--- config.mk ---
export PLATFORM = sky130hd
export DESIGN_NAME = online_fuzzification_scheduler_flat
export DESIGN_NICKNAME = d
export VERILOG_FILES = /design/src/rtl/online_fuzzification_scheduler_if.sv /design/src/rtl/online_fuzzification_scheduler.sv /design/src/flat_wrapper.sv
export SDC_FILE = /design/constraint.sdc
export NUM_CORES = 1
export LEC_CHECK = 0
export ABC_AREA = 1
export CORE_ASPECT_RATIO = 0.8
export CORE_MARGIN = 5
export CORE_UTILIZATION = 50
export CTS_CLUSTER_DIAMETER = 100
export DETAILED_ROUTE_END_ITERATION = 12
export GPL_TIMING_DRIVEN = 0
export MAX_ROUTING_LAYER = met4
export PLACE_DENSITY = 0.77
export SYNTH_ARGS = -nofsm -noshare
export SYNTH_HDL_FRONTEND = slang
export SYNTH_SLANG_ARGS = --single-unit
--- constraint.sdc ---
create_clock -name clk -period 2.1 [get_ports clk]
set_input_delay 0.42 -clock clk [delete_from_list [all_inputs] [get_ports clk]]
set_output_delay 0.42 -clock clk [all_outputs]
set_load 0.01 [all_outputs]
--- src/rtl/online_fuzzification_scheduler_if.sv ---
// Handshake bundle between the frame producer, the scheduler, the digit-serial
// fuzzifier and the result consumer.
interface online_fuzzification_scheduler_if #(
  parameter int DIGITS = 8
) ();
  logic                  in_valid;
  logic                  in_ready;
  logic [5*DIGITS-1:0]   in_mu;
  logic                  fz_start;
  logic [4:0]            fz_inputs;
  logic                  fz_result_valid;
  logic [2:0]            fz_result;
  logic                  out_valid;
  logic                  out_ready;
  logic [2:0]            out_index;
  logic                  out_early;
  logic                  out_timeout;
  logic [4:0]            out_digits;

  // Scheduler side
  modport slave (
    input  in_valid, in_mu, fz_result_valid, fz_result, out_ready,
    output in_ready, fz_start, fz_inputs, out_valid, out_index, out_early,
           out_timeout, out_digits
  );

  // Environment side (producer, fuzzifier, consumer)
  modport master (
    output in_valid, in_mu, fz_result_valid, fz_result, out_ready,
    input  in_ready, fz_start, fz_inputs, out_valid, out_index, out_early,
           out_timeout, out_digits
  );
endinterface

--- src/rtl/online_fuzzification_scheduler.sv ---
// Serialises five membership degrees MSB-first into an online fuzzifier and
// captures the winning lane index, with a bounded drain window and timeout.
module online_fuzzification_scheduler #(
  parameter int DIGITS    = 8,
  parameter int DRAIN_MAX = 2
) (
  input  logic clk,
  input  logic rst_n,
  online_fuzzification_scheduler_if.slave bus
);
  localparam int         LANES      = 5;
  localparam logic [4:0] LAST_DIGIT = 5'(DIGITS - 1);
  localparam logic [4:0] LAST_DRAIN = 5'(DIGITS + DRAIN_MAX - 1);
  localparam logic [4:0] TOTAL_CNT  = 5'(DIGITS + DRAIN_MAX);

  typedef enum logic [1:0] {IDLE, STREAM, DRAIN, HOLD} state_t;

  state_t              state_reg, state_next;
  logic [4:0]          cnt_reg, cnt_next;
  logic [DIGITS-1:0]   lane_reg  [LANES];
  logic [DIGITS-1:0]   lane_next [LANES];
  logic [DIGITS-1:0]   load_val  [LANES];
  logic [DIGITS-1:0]   shift_val [LANES];
  logic [2:0]          index_reg, index_next;
  logic                early_reg, early_next;
  logic                timeout_reg, timeout_next;
  logic [4:0]          digits_reg, digits_next;

  for (genvar gi = 0; gi < LANES; gi++) begin : g_lane
    assign load_val[gi]      = bus.in_mu[gi*DIGITS +: DIGITS];
    assign shift_val[gi]     = lane_reg[gi] << 1;
    assign bus.fz_inputs[gi] = (state_reg == STREAM) & lane_reg[gi][DIGITS-1];
  end

  assign bus.in_ready    = (state_reg == IDLE);
  assign bus.fz_start    = (state_reg == STREAM) || (state_reg == DRAIN);
  assign bus.out_valid   = (state_reg == HOLD);
  assign bus.out_index   = index_reg;
  assign bus.out_early   = early_reg;
  assign bus.out_timeout = timeout_reg;
  assign bus.out_digits  = digits_reg;

  always_comb begin
    state_next   = state_reg;
    cnt_next     = cnt_reg;
    index_next   = index_reg;
    early_next   = early_reg;
    timeout_next = timeout_reg;
    digits_next  = digits_reg;
    for (int i = 0; i < LANES; i++) lane_next[i] = lane_reg[i];

    unique case (state_reg)
      IDLE: begin
        if (bus.in_valid) begin
          state_next = STREAM;
          cnt_next   = '0;
          for (int i = 0; i < LANES; i++) lane_next[i] = load_val[i];
        end
      end
      STREAM: begin
        if (bus.fz_result_valid) begin
          state_next   = HOLD;
          index_next   = bus.fz_result;
          early_next   = (cnt_reg < LAST_DIGIT);
          timeout_next = 1'b0;
          digits_next  = cnt_reg + 5'd1;
        end else begin
          cnt_next = cnt_reg + 5'd1;
          for (int i = 0; i < LANES; i++) lane_next[i] = shift_val[i];
          if (cnt_reg == LAST_DIGIT) begin
            // With no drain window the last digit is also the deadline
            if (DRAIN_MAX == 0) begin
              state_next   = HOLD;
              index_next   = '0;
              early_next   = 1'b0;
              timeout_next = 1'b1;
              digits_next  = TOTAL_CNT;
            end else begin
              state_next = DRAIN;
            end
          end
        end
      end
      DRAIN: begin
        // A result on the final drain cycle takes priority over the timeout
        if (bus.fz_result_valid) begin
          state_next   = HOLD;
          index_next   = bus.fz_result;
          early_next   = 1'b0;
          timeout_next = 1'b0;
          digits_next  = cnt_reg + 5'd1;
        end else if (cnt_reg == LAST_DRAIN) begin
          state_next   = HOLD;
          index_next   = '0;
          early_next   = 1'b0;
          timeout_next = 1'b1;
          digits_next  = TOTAL_CNT;
        end else begin
          cnt_next = cnt_reg + 5'd1;
        end
      end
      HOLD: begin
        if (bus.out_ready) state_next = IDLE;
      end
      default: state_next = IDLE;
    endcase
  end

  always_ff @(posedge clk or negedge rst_n) begin
    if (!rst_n) begin
      state_reg   <= IDLE;
      cnt_reg     <= '0;
      index_reg   <= '0;
      early_reg   <= 1'b0;
      timeout_reg <= 1'b0;
      digits_reg  <= '0;
      for (int i = 0; i < LANES; i++) lane_reg[i] <= '0;
    end else begin
      state_reg   <= state_next;
      cnt_reg     <= cnt_next;
      index_reg   <= index_next;
      early_reg   <= early_next;
      timeout_reg <= timeout_next;
      digits_reg  <= digits_next;
      for (int i = 0; i < LANES; i++) lane_reg[i] <= lane_next[i];
    end
  end
endmodule

--- src/flat_wrapper.sv ---
// flat-port wrapper written by rule: the top's interface ports become plain ports
module online_fuzzification_scheduler_flat 
#(
  parameter int DIGITS    = 8,
  parameter int DRAIN_MAX = 2
)
  (clk, rst_n, bus_in_valid, bus_in_mu, bus_fz_result_valid, bus_fz_result, bus_out_ready, bus_in_ready, bus_fz_start, bus_fz_inputs, bus_out_valid, bus_out_index, bus_out_early, bus_out_timeout, bus_out_digits);
  online_fuzzification_scheduler_if #(.DIGITS(DIGITS)) bus_i ();
  input  logic clk;
  input  logic rst_n;
  input wire logic [$bits(bus_i.in_valid)-1:0] bus_in_valid;
  input wire logic [$bits(bus_i.in_mu)-1:0] bus_in_mu;
  input wire logic [$bits(bus_i.fz_result_valid)-1:0] bus_fz_result_valid;
  input wire logic [$bits(bus_i.fz_result)-1:0] bus_fz_result;
  input wire logic [$bits(bus_i.out_ready)-1:0] bus_out_ready;
  output wire logic [$bits(bus_i.in_ready)-1:0] bus_in_ready;
  output wire logic [$bits(bus_i.fz_start)-1:0] bus_fz_start;
  output wire logic [$bits(bus_i.fz_inputs)-1:0] bus_fz_inputs;
  output wire logic [$bits(bus_i.out_valid)-1:0] bus_out_valid;
  output wire logic [$bits(bus_i.out_index)-1:0] bus_out_index;
  output wire logic [$bits(bus_i.out_early)-1:0] bus_out_early;
  output wire logic [$bits(bus_i.out_timeout)-1:0] bus_out_timeout;
  output wire logic [$bits(bus_i.out_digits)-1:0] bus_out_digits;
  assign bus_i.in_valid = bus_in_valid;
  assign bus_i.in_mu = bus_in_mu;
  assign bus_i.fz_result_valid = bus_fz_result_valid;
  assign bus_i.fz_result = bus_fz_result;
  assign bus_i.out_ready = bus_out_ready;
  assign bus_in_ready = bus_i.in_ready;
  assign bus_fz_start = bus_i.fz_start;
  assign bus_fz_inputs = bus_i.fz_inputs;
  assign bus_out_valid = bus_i.out_valid;
  assign bus_out_index = bus_i.out_index;
  assign bus_out_early = bus_i.out_early;
  assign bus_out_timeout = bus_i.out_timeout;
  assign bus_out_digits = bus_i.out_digits;
  online_fuzzification_scheduler #(.DIGITS(DIGITS), .DRAIN_MAX(DRAIN_MAX)) u_core (.clk(clk), .rst_n(rst_n), .bus(bus_i));
endmodule
# [Word-level counts from Yosys, hierarchy flattened]
# Cells that the tools add are included.
[word_totals] ff_bits=57 latch_bits=0 mem_bits_rw=0 rom_bits=0 input_bits=48 out_inout_bits=18 wordCells=71 n_memories=0
[op_classes] addsub=1 mul=0 div_mod_pow=0 magnitude_cmp=1 eq_ne=13 shift=0 n_mux=31 bitwise=5 reduce_logical=9
[ops] operator="$mux W40" count=2
[ops] operator="$pmux W40 S2" count=1
[ops] operator="$mux W5" count=7
[ops] operator="$pmux W5 S3" count=1
[ops] operator="$mux W2" count=6
[ops] operator="$ne A2 B2 Y1 const B" count=6
[ops] operator="$pmux W5 S2" count=1
[ops] operator="$mux W3" count=3
[ops] operator="$pmux W2 S4" count=1
[ops] operator="$mux W1" count=6
[ops] operator="$ne A3 B3 Y1 const B" count=2
[ops] operator="$pmux W3 S2" count=1
[ops] operator="$reduce_and A3 Y1" count=2
[ops] operator="$add A5 B1 Y5 const B" count=1
[ops] operator="$and A1 B1 Y1" count=5
[ops] operator="$eq A5 B3 Y1 const B" count=1
[ops] operator="$eq A5 B4 Y1 const B" count=1
[ops] operator="$lt A5 B3 Y1 const B" count=1
[ops] operator="$reduce_and A5 Y1" count=1
[ops] operator="$eq A2 B2 Y1 const B" count=2
[ops] operator="$pmux W1 S2" count=2
[ops] operator="$reduce_and A4 Y1" count=1
[ops] operator="$reduce_bool A2 Y1" count=2
[ops] operator="$reduce_bool A3 Y1" count=1
[ops] operator="other kinds (3)" count=3

# [Depth between registers and ports, before layout]
# Gate-level depths: netlist of run 1.
[logic_depth] ltp_word=4 depth_mapped=10 mapped_depth_nobuf=9

# [Worst setup path after synthesis of run 1]
# OpenSTA, ideal clock, no wires.
[synth_path] path_kind="reg2out" start="register u_core.state_reg[1]" end="output port bus_fz_inputs[0]" arrival_ns=1.223 required_ns=1.680 slack_ns=0.457 path_stages_with_launch=7 cell_sequence="dfrtp_1 -> inv_1 -> ha_1 -> buf_4 -> clkbuf_1 -> nand2_1 -> inv_1"
[synth_via] elab_chain_len=2
[synth_lines] element="start: declaration" line="online_fuzzification_scheduler.sv:18" source="state_t state_reg, state_next;"
[synth_lines] element="start signal: assignment" line="online_fuzzification_scheduler.sv:119" source="state_reg <= state_next;"
[synth_lines] element="$eq A2 B1 Y1" line="online_fuzzification_scheduler.sv:32" source="assign bus.fz_inputs[gi] = (state_reg == STREAM) & lane_reg[gi][DIGITS-1];"
[synth_lines] element="$and A1 B1 Y1" line="online_fuzzification_scheduler.sv:32"
[synth_lines] element="end: declaration" line="flat_wrapper.sv:18" source="output wire logic [$bits(bus_i.fz_inputs)-1:0] bus_fz_inputs;"
# Every way passes these cells.

# [Final worst setup path of run 1]
[layout_path] start="register u_core.state_reg[1]" end="output port bus_out_valid"
[layout_via] elab_chain_len=1
[layout_lines] element="$eq A2 B2 Y1" line="online_fuzzification_scheduler.sv:37" source="assign bus.out_valid = (state_reg == HOLD);"
[layout_lines] element="end: declaration" line="flat_wrapper.sv:19" source="output wire logic [$bits(bus_i.out_valid)-1:0] bus_out_valid;"
# Every way passes these cells.

==> results of run 1 <==
## worst max-delay path: cells and delay by family, from the launching register on
| family | cells | cell delay [ns] |
|---|---|---|
| DFF | 1 | 0.39 |
| buffers and inverters | 2 | 0.64 |
| adders and majority gates | 1 | 0.19 |
## timing repair
item	CTS	global route
buffers inserted	2	0
setup endpoints to repair	7	0
gates resized for setup	10	0
## routing by layer
| metal | global-route usage | up-vias |
|---|---|---|
| li1 | - | 1387 |
| met1 | 0.297 | 1194 |
| met2 | 0.312 | 67 |
| met3 | 0.0672 | 10 |
| met4 | 0.0611 | 0 |
| met5 | - | - |
## cell usage in the layout (no fill, tap or decap), drive strengths merged, types with 2 or more instances in the layout
| cell | netlist | routed |
|---|---|---|
| clkinv | 0 | 2 |
| o21ai | 65 | 65 |
| nand3 | 10 | 10 |
| a21oi | 2 | 2 |
| buf | 15 | 19 |
| nand2 | 173 | 173 |
| clkdlybuf4s50 | 0 | 57 |
| ha | 7 | 7 |
| clkinvlp | 0 | 3 |
| nand4 | 3 | 3 |
| dlygate4sd2 | 0 | 7 |
| inv | 49 | 49 |
| nor2 | 10 | 10 |
| dfrtp | 57 | 57 |
| clkbuf | 4 | 13 |
## path summary, 6_finish.rpt
kind / endpoint / slack (ns) / from / cells after the start
worst min-delay path: u_core.cnt_reg[1]$_DFFE_PN0P_ / 0.06 / rst_n / 1
max in group asynchronous: u_core.lane_reg[35]$_DFFE_PN0P_ / 1.47 / rst_n / 2
min in group clk: u_core.lane_reg[22]$_DFFE_PN0P_ / 0.48 / u_core.lane_reg[22]$_DFFE_PN0P_ / 2
worst min register to register: u_core.lane_reg[22]$_DFFE_PN0P_ / 0.48 / u_core.lane_reg[22]$_DFFE_PN0P_ / 2
worst max register to register: u_core.lane_reg[36]$_DFFE_PN0P_ / 0.26 / u_core.state_reg[0]$_DFFE_PN0P_ / 9
worst max-delay path: bus_out_valid / 0.13 / u_core.state_reg[1]$_DFFE_PN0P_ / 3
## power by group
part           switching, µW  internal (µW)
combinational           1840           1170
sequential               219           1610
clock                    437            447
total                   2500           3230
## stage by stage
step	TNS (ns)	cell area [µm²]	setup WS (ns)	utilization	instances
6_report	0	3900	0.129	0.671	562
5_1_grt	0	3900	0.0639	0.671	562
3_3_place_gp	-66.59	3710	-1.15	0.637	545
3_5_place_dp	-1.16	3720	-0.254	0.640	546
2_1_floorplan	0	2960	0.457	-	399
4_1_cts	0	3900	0.118	0.671	562
## logic make-up (layout without fill, tap and decap cells)
kind of cell             Yosys count  in the layout  share of synthesized area
buffers and inverters             68            150                      0.101
AO/OA/AOI/OAI                     69             69                      0.124
AND/OR/NAND/NOR                  197            197                      0.260
adder cells (fa/ha/maj)            7              7                     0.0296
flip-flops                        57             57                      0.483
XOR/XNOR                           1              1                    0.00296
## area by class of cell
cell class | count | share of cell area
flip-flops and latches | 57 | 0.366
multi-input cells | 274 | 0.316
repair buffers | 68 | 0.172
inverters | 49 | 0.0471
clock buffers | 10 | 0.0353
plain buffers | 18 | 0.0292
well taps | 81 | 0.0260
clock inverters | 5 | 0.00834
==> impl_metrics.json, run 1 <==
{
  "status": "finished clean",
  "vias_per_cell": 4.73,
  "drtPass1Iterations": 4,
  "drc": 0,
  "drive_gt1_frac": 0.0894,
  "portBuffers": 65,
  "fp.coreArea_um2": 5820,
  "synth-main-ff-cell": "dfrtp_1",
  "worstSetupStartpointType": "flip-flop",
  "synth_cell_types": 22,
  "yosys.area.top_type": "dfrtp_1",
  "slowest_stage": "clkdlybuf4s50_1",
  "path_cells": "buf_4 > ha_1 > clkdlybuf4s50_1",
  "dr_total_vias": 2658,
  "tritoncts": "done",
  "slew_viol_final": 0,
  "cts_max_path_buffers": 2,
  "worstMarginPinSlew_ns": 0.548,
  "slew_headroom": 0.635,
  "drt-wirelength-per-cell_um": 12.9,
  "cap_violations": 0,
  "io_pins": 66,
  "cts_made_buffers": 9,
  "rows": 25,
  "cts.sinks": 57,
  "finClkSkew_ns": 0.00917,
  "clk_pin_slew_worst_paths_ns": 0.06,
  "antenna_found_initial": 0,
  "syn_area_um2": 2960,
  "synthTopCellsByCount": "nand2_1, dfrtp_1, inv_1",
  "dpl.hpwl_um": 5320,
  "setup_violations": 0,
  "clock_latency_ns": 0.35,
  "crit_type": "reg -> out",
  "grt_pass1_wl_um": 12200,
  "area_growth_pct": 32.0,
  "htree_levels": 3,
  "wl_met2_um": 3300,
  "syn_nets": 454,
  "grt-ovfl-total": 0,
  "yosysWarnings": 0,
  "grt_use_total": 0.217,
  "synth_area_per_cell_um2": 7.41,
  "critPathArrivalTime_ns": 1.55,
  "highest-signal-layer": "met4",
  "p_total_uw": 5730,
  "ir_drop_uv": 692,
  "met3_wirelength_um": 412,
  "synth_top_area_frac": 0.483,
  "synth-seq-cells": 57,
  "largest_reg_flops": 40,
  "drt_wl_total_um": 7250,
  "drt-met1-wl_um": 3430,
  "power_leakage_uw": 0.00203,
  "seqCellArea_um2": 1430,
  "synth-edff-count": 0,
  "drt_iter0_markers": 140,
  "worst-path-max-fanout": 5,
  "cp-end-kind": "primary output",
  "yosysMostFrequentCell": "nand2_1",
  "power_density_nw_per_um2": 1470,
  "cts_hold_buffers": 0,
  "nFillCells": 529,
  "die_w_um": 96.0,
  "die-area_um2": 7560,
  "die_y_um": 78.8,
  "clockRootBuffer": "clkbuf_8",
  "netlist_instances": 399,
  "gp_congestion": 0.844,
  "fmax_mhz": 507,
  "diodes": 0,
  "hold_path.class": "in -> async",
  "critPathMaxStageDelay_ns": 0.48,
  "multi_input_area_um2": 1230,
  "start_util": 0.508,
  "grt_pass1_vias": 2662,
  "hold_viol": 0,
  "rsz0062_at_grt": "no",
  "worst-endpoint-required_ns": 1.68,
  "timing.final.crit_share": 0.939,
  "seq_area_frac_synth": 0.483,
  "async_reset_ff_frac": 1.00,
  "min_period_ns": 1.97,
  "grt_start_max_net_pins": 36,
  "hold_ws_ns": 0.0642,
  "fin_nets": 532,
  "synthTopCellsByArea": "dfrtp_1, nand2_1, inv_1",
  "drtAntennaViolNets": 0
}
Power figures use the tool's default switching activity.
==> run 2: changes to the inputs <==
--- a/config.mk
+++ b/config.mk
@@ -14,6 +14,7 @@
 export GPL_TIMING_DRIVEN = 0
 export MAX_ROUTING_LAYER = met4
 export PLACE_DENSITY = 0.77
+export SLEW_MARGIN = 25
 export SYNTH_ARGS = -nofsm -noshare
 export SYNTH_HDL_FRONTEND = slang
 export SYNTH_SLANG_ARGS = --single-unit
==> run 2 against run 1 <==
Via count is 1.3% higher; critical path depth stayed put; combinational power hardly changed; routed wire length is 0.33% higher; sequential cell count stayed put; power is 0.65% higher; first-iteration DRC count is 3.6% higher; largest power group unchanged; sequential share of layout area is 0.17 points lower; setup slack worse by 0.018 ns; count of clock-buffer cells in the layout stayed put; utilization is 0.37 points higher; die area stayed put.
==> impl_metrics.json, run 2 (synthesized netlist as in run 1, its figures left out) <==
{
  "drt-wirelength-per-cell_um": 12.9,
  "drtAntennaViolNets": 0,
  "cts_max_path_buffers": 2,
  "setup_violations": 0,
  "net-switching-power_uw": 2520,
  "grt_start_max_net_pins": 37,
  "grt_use_total": 0.219,
  "power_density_nw_per_um2": 1470,
  "critPathMaxStageDelay_ns": 0.48,
  "dpl.hpwl_um": 5270,
  "drive_gt1_frac": 0.0932,
  "slew_viol_final": 0,
  "drc": 0,
  "rows": 25,
  "swShare": 0.437,
  "final_util": 0.674,
  "rsz0062_at_grt": "no",
  "fp.coreArea_um2": 5820,
  "cts_made_buffers": 9,
  "hold_viol": 0,
  "timing.final.crit_share": 0.947,
  "path_cells": "buf_4 > ha_1 > clkdlybuf4s50_1",
  "gp_congestion": 0.844,
  "fmax_mhz": 503,
  "hold_path.startpoint": "u_core.bus.out_index[1]$_DFFE_PN0P_",
  "p_int_uw": 3240,
  "io_pins": 66,
  "power_leakage_uw": 0.00204,
  "pwr-share-seq": 0.320,
  "area_growth_pct": 32.8,
  "critPathBufInv": 2,
  "r2r_start": "u_core.state_reg[0]$_DFFE_PN0P_",
  "vias_per_cell": 4.77,
  "worst-path-max-fanout": 5,
  "cp-end-kind": "primary output",
  "finClkSkew_ns": 0.00941,
  "hold_path.class": "reg -> reg",
  "diodes": 0,
  "worstSetupStartpointType": "flip-flop",
  "p_clk_frac": 0.154,
  "cts.sinks": 57,
  "antenna_found_initial": 0,
  "status": "finished clean",
  "dr_total_vias": 2693,
  "grt_pass1_vias": 2669,
  "tritoncts": "done",
  "start_util": 0.508,
  "cap_violations": 0,
  "drtPass1Iterations": 4,
  "fin_nets": 534,
  "slowest_stage": "clkdlybuf4s50_1",
  "htree_levels": 3,
  "die_y_um": 78.8,
  "grt-ovfl-total": 0,
  "largest_reg_flops": 40,
  "min_period_ns": 1.99,
  "ir_drop_uv": 768,
  "crit_type": "reg -> out",
  "nFillCells": 508,
  "mostFrequentLayoutCell": "nand2_1",
  "clk_pin_slew_worst_paths_ns": 0.06,
  "die_w_um": 96.0,
  "pwr-share-comb": 0.526,
  "critPathArrivalTime_ns": 1.57,
  "clockRootBuffer": "clkbuf_8",
  "worstMarginPinSlew_ns": 0.425,
  "worst-endpoint-required_ns": 1.68,
  "die-area_um2": 7560,
  "crit_start": "u_core.state_reg[1]$_DFFE_PN0P_",
  "drt_wl_total_um": 7270,
  "drt_iter0_markers": 145,
  "critPathTopFamily": "buffers and inverters",
  "slew_headroom": 0.717,
  "p_total_uw": 5760,
  "portBuffers": 65,
  "grt_pass1_wl_um": 12400,
  "clock_latency_ns": 0.34,
  "layout_common_cells": "nand2_1, clkdlybuf4s50_1, dfrtp_1"
}
-- run 2: cell types whose count changed in the layout (fill, tap and decap cells not counted) --
cell           before  now
buf_4               3    5
dlygate4sd3_1       0    1
dfrtp_1            56   55
dfrtp_2             1    2
buf_2              11   10
-- run 2: worst reg2reg max path, cell delays in order (launching register included) --
cell,delay (ns)
dfrtp_2,0.45
ha_1,0.24
buf_6,0.14
buf_4,0.17
nand2_2,0.11
o211ai_2,0.13
inv_2,0.12
buf_2,0.24
nand2_1,0.09
o21ai_1,0.08
-- run 2: worst paths after layout --
path,end,slack (ns),cells past startpoint
hold / removal,u_core.bus.out_index[1]$_DFFE_PN0P_,0.48,2
hold reg to reg,u_core.bus.out_index[1]$_DFFE_PN0P_,0.48,2
min in group asynchronous,u_core.lane_reg[16]$_DFFE_PN0P_,0.51,2
setup reg to reg,u_core.lane_reg[36]$_DFFE_PN0P_,0.26,9
setup / recovery,bus_out_valid,0.11,3
max in group asynchronous,u_core.bus.out_index[0]$_DFFE_PN0P_,1.11,3
-- run 2: area by class of cell --
class,count,area (µm²),area share
Timing Repair Buffer,70,692,0.176
Buffer,18,114,0.0290
Clock buffer,10,138,0.0351
Tap cell,81,101,0.0258
Inverter,49,184,0.0469
Sequential cell,57,1430,0.364
Clock inverter,5,32.5,0.00829
Multi-Input combinational cell,274,1230,0.314
-- run 2: metrics by stage --
| stage | worst slack [ns] | hold WS, ns | TNS [ns] | cells | cell area (µm²) |
|---|---|---|---|---|---|
| global route | 0.0546 | 0.508 | 0 | 564 | 3920 |
| global placement | -1.15 | 0.455 | -66.59 | 545 | 3710 |
| floorplan | 0.457 | 0.124 | 0 | 399 | 2960 |
| detailed placement | -0.220 | 0.331 | -1.07 | 546 | 3720 |
| finish | 0.111 | 0.483 | 0 | 564 | 3920 |
| CTS | 0.0935 | 0.486 | 0 | 564 | 3920 |
-- run 2: per-layer routing --
layer  vias to the layer above  track usage  share of wire
met5                         -            -              0
met2                        73        0.307           0.45
li1                       1390            -              -
met4                         0       0.0810          0.014
met1                      1218        0.304           0.48
met3                        12       0.0587          0.051
-- run 2: power by group through the flow --
stage	Sequential [µW]	Combinational, µW	Clock, µW
final	1840	3030	890
after global routing	1900	3440	973
after CTS	1840	3040	915
after detailed placement	1860	3000	0
after global placement	1830	2920	0
after floorplan	1830	2030	0
-- run 2: what timing repair did --
| item | CTS | global route |
|---|---|---|
| setup endpoints to repair | 7 | 0 |
| endpoints found under the hold margin | 21 | 0 |
| resized for setup | 11 | 0 |
| setup buffers | 3 | 0 |
| hold buffers | 1 | 0 |
